## config.mk

```make
export PLATFORM = sky130hd
export DESIGN_NAME = muldiv_seq
export DESIGN_NICKNAME = d
export VERILOG_FILES = /design/src/rtl/muldiv_seq_pkg.sv /design/src/rtl/muldiv_step.sv /design/src/rtl/muldiv_seq.sv
export SDC_FILE = /design/constraint.sdc
export NUM_CORES = 1
export LEC_CHECK = 0
export CAP_MARGIN = 20
export CORE_MARGIN = 4
export CORE_UTILIZATION = 55
export DETAILED_ROUTE_END_ITERATION = 7
export GPL_TIMING_DRIVEN = 0
export PLACE_DENSITY = 0.78
export SETUP_SLACK_MARGIN = 0.2
export SYNTH_ARGS = -nofsm -noshare
export SYNTH_HDL_FRONTEND = slang
export SYNTH_SLANG_ARGS = --single-unit
```

## constraint.sdc

```tcl
create_clock -name clk_i -period 3.05 [get_ports clk_i]
set_clock_uncertainty 0.1 [all_clocks]
set_input_delay 0.7625 -clock clk_i [delete_from_list [all_inputs] [get_ports clk_i]]
set_output_delay 0.7625 -clock clk_i [all_outputs]
set_load 0.01 [all_outputs]
```

## src/rtl/muldiv_seq_pkg.sv

```systemverilog
// Shared constants for the iterative RV32M multiply/divide sequencer:
// funct3 encodings, FSM state encodings and operand-signedness helpers.
package muldiv_seq_pkg;

  localparam logic [2:0] MD_MUL    = 3'b000;
  localparam logic [2:0] MD_MULH   = 3'b001;
  localparam logic [2:0] MD_MULHSU = 3'b010;
  localparam logic [2:0] MD_MULHU  = 3'b011;
  localparam logic [2:0] MD_DIV    = 3'b100;
  localparam logic [2:0] MD_DIVU   = 3'b101;
  localparam logic [2:0] MD_REM    = 3'b110;
  localparam logic [2:0] MD_REMU   = 3'b111;

  typedef enum logic [2:0] {
    MDS_IDLE = 3'd0,
    MDS_MUL  = 3'd1,
    MDS_DIV  = 3'd2,
    MDS_FIX  = 3'd3,
    MDS_DONE = 3'd4
  } mds_state_e;

  function automatic logic rs1_signed(input logic [2:0] op);
    return (op == MD_MUL) || (op == MD_MULH) || (op == MD_MULHSU) ||
           (op == MD_DIV) || (op == MD_REM);
  endfunction

  function automatic logic rs2_signed(input logic [2:0] op);
    return (op == MD_MUL) || (op == MD_MULH) || (op == MD_DIV) || (op == MD_REM);
  endfunction

  function automatic logic is_rem(input logic [2:0] op);
    return op[2] & op[1];
  endfunction

endpackage

```

## src/rtl/muldiv_step.sv

```systemverilog
// One iteration of the unsigned magnitude loop: add-then-shift-right for multiply,
// shift-left-then-trial-subtract (restoring) for divide.
module muldiv_step
  import muldiv_seq_pkg::*;
#(
  parameter int XLEN = 32
) (
  input  logic              is_div,
  input  logic [2*XLEN-1:0] acc,
  input  logic [XLEN-1:0]   operand,
  output logic [2*XLEN-1:0] acc_next
);

  logic [XLEN:0] sum;
  logic [XLEN:0] trial;

  always_comb begin
    // Multiply: acc = {partial product high, remaining multiplier bits}
    sum   = {1'b0, acc[2*XLEN-1:XLEN]} + (acc[0] ? {1'b0, operand} : '0);
    // Divide: acc = {rem, quo}; the shifted remainder needs XLEN+1 bits
    trial = acc[2*XLEN-1:XLEN-1] - {1'b0, operand};
    if (is_div) begin
      if (!trial[XLEN]) acc_next = {trial[XLEN-1:0], acc[XLEN-2:0], 1'b1};
      else              acc_next = {acc[2*XLEN-2:0], 1'b0};
    end else begin
      acc_next = {sum, acc[XLEN-1:1]};
    end
  end

endmodule

```

## src/rtl/muldiv_seq.sv

```systemverilog
// Iterative RV32M multiply/divide sequencer: magnitudes are looped XLEN times in
// muldiv_step, then the sign is applied and the requested word selected in FIX.
module muldiv_seq
  import muldiv_seq_pkg::*;
#(
  parameter int XLEN = 32
) (
  input  logic            clk_i,
  input  logic            rst_n_i,
  input  logic            start_i,
  input  logic [2:0]      op_i,
  input  logic [XLEN-1:0] rs1_i,
  input  logic [XLEN-1:0] rs2_i,
  input  logic            flush_i,
  output logic            busy_o,
  output logic            done_o,
  output logic [XLEN-1:0] result_o,
  output mds_state_e      state_o
);

  // Handshake: an op is accepted on a rising edge where start_i=1, flush_i=0 and
  // busy_o=0; busy_o stays high until the cycle after the single done_o pulse,
  // and result_o is valid while done_o=1 (it then holds until the next result).
  localparam int CNT_W = $clog2(XLEN);
  localparam logic [XLEN-1:0] MIN_INT  = {1'b1, {(XLEN-1){1'b0}}};
  localparam logic [XLEN-1:0] ALL_ONES = '1;
  localparam logic [CNT_W-1:0] CNT_LAST = CNT_W'(XLEN-1);

  mds_state_e        state_q, state_d;
  logic [2:0]        op_q;
  logic              neg_q;
  logic [2*XLEN-1:0] acc_q, acc_step, prod_s;
  logic [XLEN-1:0]   opnd_q, result_q;
  logic [CNT_W-1:0]  cnt_q;

  logic            s1, s2, neg_in, div_zero, div_ovf, fast, accept;
  logic [XLEN-1:0] mag1, mag2, fast_res, fix_res;

  always_comb begin
    s1       = rs1_signed(op_i);
    s2       = rs2_signed(op_i);
    mag1     = (s1 && rs1_i[XLEN-1]) ? -rs1_i : rs1_i;
    mag2     = (s2 && rs2_i[XLEN-1]) ? -rs2_i : rs2_i;
    // Remainder takes the dividend's sign; everything else is the xor of the signs
    neg_in   = (s1 & rs1_i[XLEN-1]) ^ (is_rem(op_i) ? 1'b0 : (s2 & rs2_i[XLEN-1]));
    div_zero = op_i[2] && (rs2_i == '0);
    div_ovf  = ((op_i == MD_DIV) || (op_i == MD_REM)) && (rs1_i == MIN_INT) &&
               (rs2_i == ALL_ONES);
    fast     = div_zero || div_ovf;
    if (div_zero) fast_res = op_i[1] ? rs1_i : ALL_ONES;
    else          fast_res = op_i[1] ? '0 : MIN_INT;
    accept   = (state_q == MDS_IDLE) && start_i && !flush_i;
  end

  always_comb begin
    prod_s = neg_q ? -acc_q : acc_q;
    case (op_q)
      MD_MUL:                     fix_res = prod_s[XLEN-1:0];
      MD_MULH, MD_MULHSU, MD_MULHU: fix_res = prod_s[2*XLEN-1:XLEN];
      MD_DIV, MD_DIVU:            fix_res = neg_q ? -acc_q[XLEN-1:0] : acc_q[XLEN-1:0];
      default:                    fix_res = neg_q ? -acc_q[2*XLEN-1:XLEN] : acc_q[2*XLEN-1:XLEN];
    endcase
  end

  muldiv_step #(.XLEN(XLEN)) u_step (
    .is_div   (state_q == MDS_DIV),
    .acc      (acc_q),
    .operand  (opnd_q),
    .acc_next (acc_step)
  );

  always_ff @(posedge clk_i) begin
    if (!rst_n_i) state_q <= MDS_IDLE;
    else          state_q <= state_d;
  end

  always_comb begin
    state_d = state_q;
    case (state_q)
      MDS_IDLE: if (accept) state_d = fast ? MDS_DONE : (op_i[2] ? MDS_DIV : MDS_MUL);
      MDS_MUL,
      MDS_DIV:  if (cnt_q == CNT_LAST) state_d = MDS_FIX;
      MDS_FIX:  state_d = MDS_DONE;
      MDS_DONE: state_d = MDS_IDLE;
      default:  state_d = MDS_IDLE;
    endcase
    if (flush_i && (state_q != MDS_IDLE)) state_d = MDS_IDLE;
  end

  always_ff @(posedge clk_i) begin
    if (!rst_n_i) begin
      op_q     <= '0;
      neg_q    <= 1'b0;
      acc_q    <= '0;
      opnd_q   <= '0;
      cnt_q    <= '0;
      result_q <= '0;
    end else begin
      case (state_q)
        MDS_IDLE: if (accept) begin
          op_q   <= op_i;
          neg_q  <= neg_in;
          cnt_q  <= '0;
          acc_q  <= op_i[2] ? {{XLEN{1'b0}}, mag1} : {{XLEN{1'b0}}, mag2};
          opnd_q <= op_i[2] ? mag2 : mag1;
          if (fast) result_q <= fast_res;
        end
        MDS_MUL, MDS_DIV: begin
          acc_q <= acc_step;
          if (cnt_q != CNT_LAST) cnt_q <= cnt_q + 1'b1;
        end
        MDS_FIX: if (!flush_i) result_q <= fix_res;
        default: ;
      endcase
    end
  end

  assign busy_o   = (state_q != MDS_IDLE);
  assign done_o   = (state_q == MDS_DONE);
  assign result_o = result_q;
  assign state_o  = state_q;

endmodule
```

==> metrics <==
Seq/Total Area, Yosys 18.66%; mapped cell area 0.01502 sq mm; status finished with violations; Slew Limit Fails 0; synth cell count leaders 273 x nand2_1, 187 x a21oi_1, 171 x nor2_1, 161 x o21ai_0, 140 x dfxtp_1; setup ws final -0.1782 ns; CP top delay family compound AO/OA/AOI/OAI gates; DRC viols 35; final wirelength 78100 microns; Pleak 8.213 nW; port buffer count 106; pwr dens 795.5 mW/mm^2; Initial DRC Count 3415; vias in the first global route 18320; achievable frequency 309.8 MHz; CTS max path bufs 2; router iterations before antenna repair 8; RSZ-0062 raised after global routing true; H-tree depth 4; CTS tree done; final setup fails 32; P&R area growth vs syn 36.80%; initial core utilization 55.89%; Fin. Hold Viols 0; TNS Setup -3.490 ns; TritonCTS Buffers 17; core area 0.02688 sq mm; # IOs 108; Synth cell types 85; Overall Power 16.35 mW; Avg Cell Area, Syn 6.993 sq um; largest cells by area after synthesis dfxtp_1 19%, nand2_1 6.8%, a21oi_1 6.2%; post-synth top area cell dfxtp_1; share of layout cells above drive strength 1 26.17%; fin crit period 3.228 ns; routed length per placed instance 28.19 microns; first-pass GRT wire length 110900 microns; Worst-Skew Late Latency 0.45 ns; CP Data Arrival Time 3.47 ns; Post-synth ARST share 0%; Critical Path RT 3.29 ns; maxcap violations 0; Die W 173.3 microns; Worst Setup End Kind flop; Hold Buf Count CTS 0; top_reg_cell synth dfxtp_1; clock-pin slew on the worst setup and hold paths 0.07 ns; slowest cell on the critical path or4b_4; yosys warns 0; Final HPWL DP 54370 microns; Die ar. 0.03002 sq mm; maximum vdd ir drop 0.0005982 V; CP Max Fanout 6; Overflow after GRT 0; transition time of the tightest slew-check pin 0.8416 ns; # clock sinks 140; failing checks design-rule violations, negative setup slack; n_diodes 0; via count 20340; RePlAce Congestion 1.081; Seq cells post-synth 140; largest net degree at the start of global routing 17; Final period util 105.8%; CP bufs+invs 3; Mapped Nets 2292; nets 2561; worst relative slew slack 43.89%; Die Y-Extent 173.3 microns; Worst Hold Class reg -> reg; antenna viol nets, final 0; Largest stage delay, worst path 0.53 ns; Setup Crit Path Kind reg -> reg; Post-synth EDFFs 0; # rows 60; Root Buffer clkbuf_16; top-area cell type share of the netlist area 18.66%; crit-path cells inv_1 -> ha_4 -> a21oi_1 -> o21ai_0 -> o21bai_4 -> o211ai_1 -> or4b_4 -> o211a_1 -> buf_6 -> buf_4 -> mux2i_1 -> a2111oi_2; Overall Global Routing Usage 46.89%; fill cell count 1928; vias per cell 7.339; Post-Syn Instances 2148; most numerous cell in the Yosys netlist nand2_1; Critical Path Start Type flop; initial antenna violation count 0
## sequential cells by signal, summed over array words and instances, names as in the netlist
| register | cells |
|---|---|
| op_q | 3 |
| neg_q | 1 |
| opnd_q | 32 |
| result_o | 32 |
| cnt_q | 5 |
| acc_q | 64 |
| state_o | 3 |
## tightest hold or removal path, delay by kind of cell, from the launching register on
family          cells  cell delay, ns
flops               1            0.31
compound gates      1            0.05
simple gates        1            0.05
## cells in the final DEF, fill, tap and decap left out, types with 16 or more instances in the layout
cell             count
nand2_1            252
a21oi_1            161
nor2_1             158
buf_4              125
o21ai_0            123
dfxtp_1            113
xnor2_1             84
clkbuf_2            75
clkbuf_1            73
xor2_1              67
inv_1               56
nand3_1             52
ha_1                49
o211ai_1            46
clkdlybuf4s50_1     46
mux2i_1             41
nor3_1              38
o21ai_1             34
a21o_1              33
buf_6               31
a31oi_1             29
nand4_1             25
a22oi_1             23
nand2b_1            21
clkbuf_16           20
o31ai_1             20
a21oi_2             20
and3_1              18
a221oi_1            17
and2_1              16
a211oi_1            16
nand2_2             16
## final timing paths
kind / startpoint / end / slack, ns / depth (start not counted)
max: opnd_q[9]$_SDFFE_PN0P_ / acc_q[50]$_SDFFE_PN0P_ / -0.18 / 12
min: opnd_q[30]$_SDFFE_PN0P_ / opnd_q[30]$_SDFFE_PN0P_ / 0.36 / 2
max reg2reg: opnd_q[9]$_SDFFE_PN0P_ / acc_q[50]$_SDFFE_PN0P_ / -0.18 / 12
min reg2reg: opnd_q[30]$_SDFFE_PN0P_ / opnd_q[30]$_SDFFE_PN0P_ / 0.36 / 2
## kinds of logic after synthesis
logic type               share of synthesized area [%]
AO/OA/AOI/OAI                                    32.04
flip-flops                                       18.66
multiplexers                                     3.490
adder cells (fa/ha/maj)                          6.180
AND/OR/NAND/NOR                                  23.95
buffers and inverters                            6.239
XOR/XNOR                                         9.445
## where the power goes
part / internal [mW] / switching [mW]
registers: 2.12 / 0.353
logic: 4.58 / 6.98
clock network: 1.31 / 1.00
total: 8.01 / 8.33
## layout make-up
cell class                 count  area (sq um)  share of cell area, %
buffer                       165         985.9                  4.798
timing repair buffer         250          2217                  10.79
clock buffer                  18         429.2                  2.088
inverter                      73         290.3                  1.413
multi-input combinational   1770         13150                  63.99
clock inverter                14         182.7                 0.8889
sequential                   140          2869                  13.96
tap                          341         426.7                  2.076
## routing by layer
metal	vias to the layer above	GRT usage, %	wire length (microns)	share of wire [%]
met5	-	0	0	0
met3	644	15.94	11640	15
li1	8443	-	-	-
met4	0	27.77	7331	9.4
met2	1946	70.35	32020	41
met1	9304	58.40	27120	35
## metrics by stage
stage          setup WS, ns  cells  utilization (%)  instance area (sq um)  hold slack [ns]
2_1_floorplan       0.05996   2148                -                  15100           0.3319
3_3_place_gp         -1.235   2595            61.71                  16580           0.3275
3_5_place_dp         -1.171   2595            61.73                  16590           0.3294
4_1_cts           -0.003952   2719            71.54                  19230           0.3388
5_1_grt             -0.3347   2771            76.46                  20550           0.3798
6_report            -0.1782   2771            76.46                  20550           0.3568
## repair_timing
action,in CTS,in global routing
pin swaps,95,90
gates resized for setup,396,406
setup buffers,87,50
cloned,6,2
setup endpoints to repair,134,130
(Power assumes the default switching activity.)
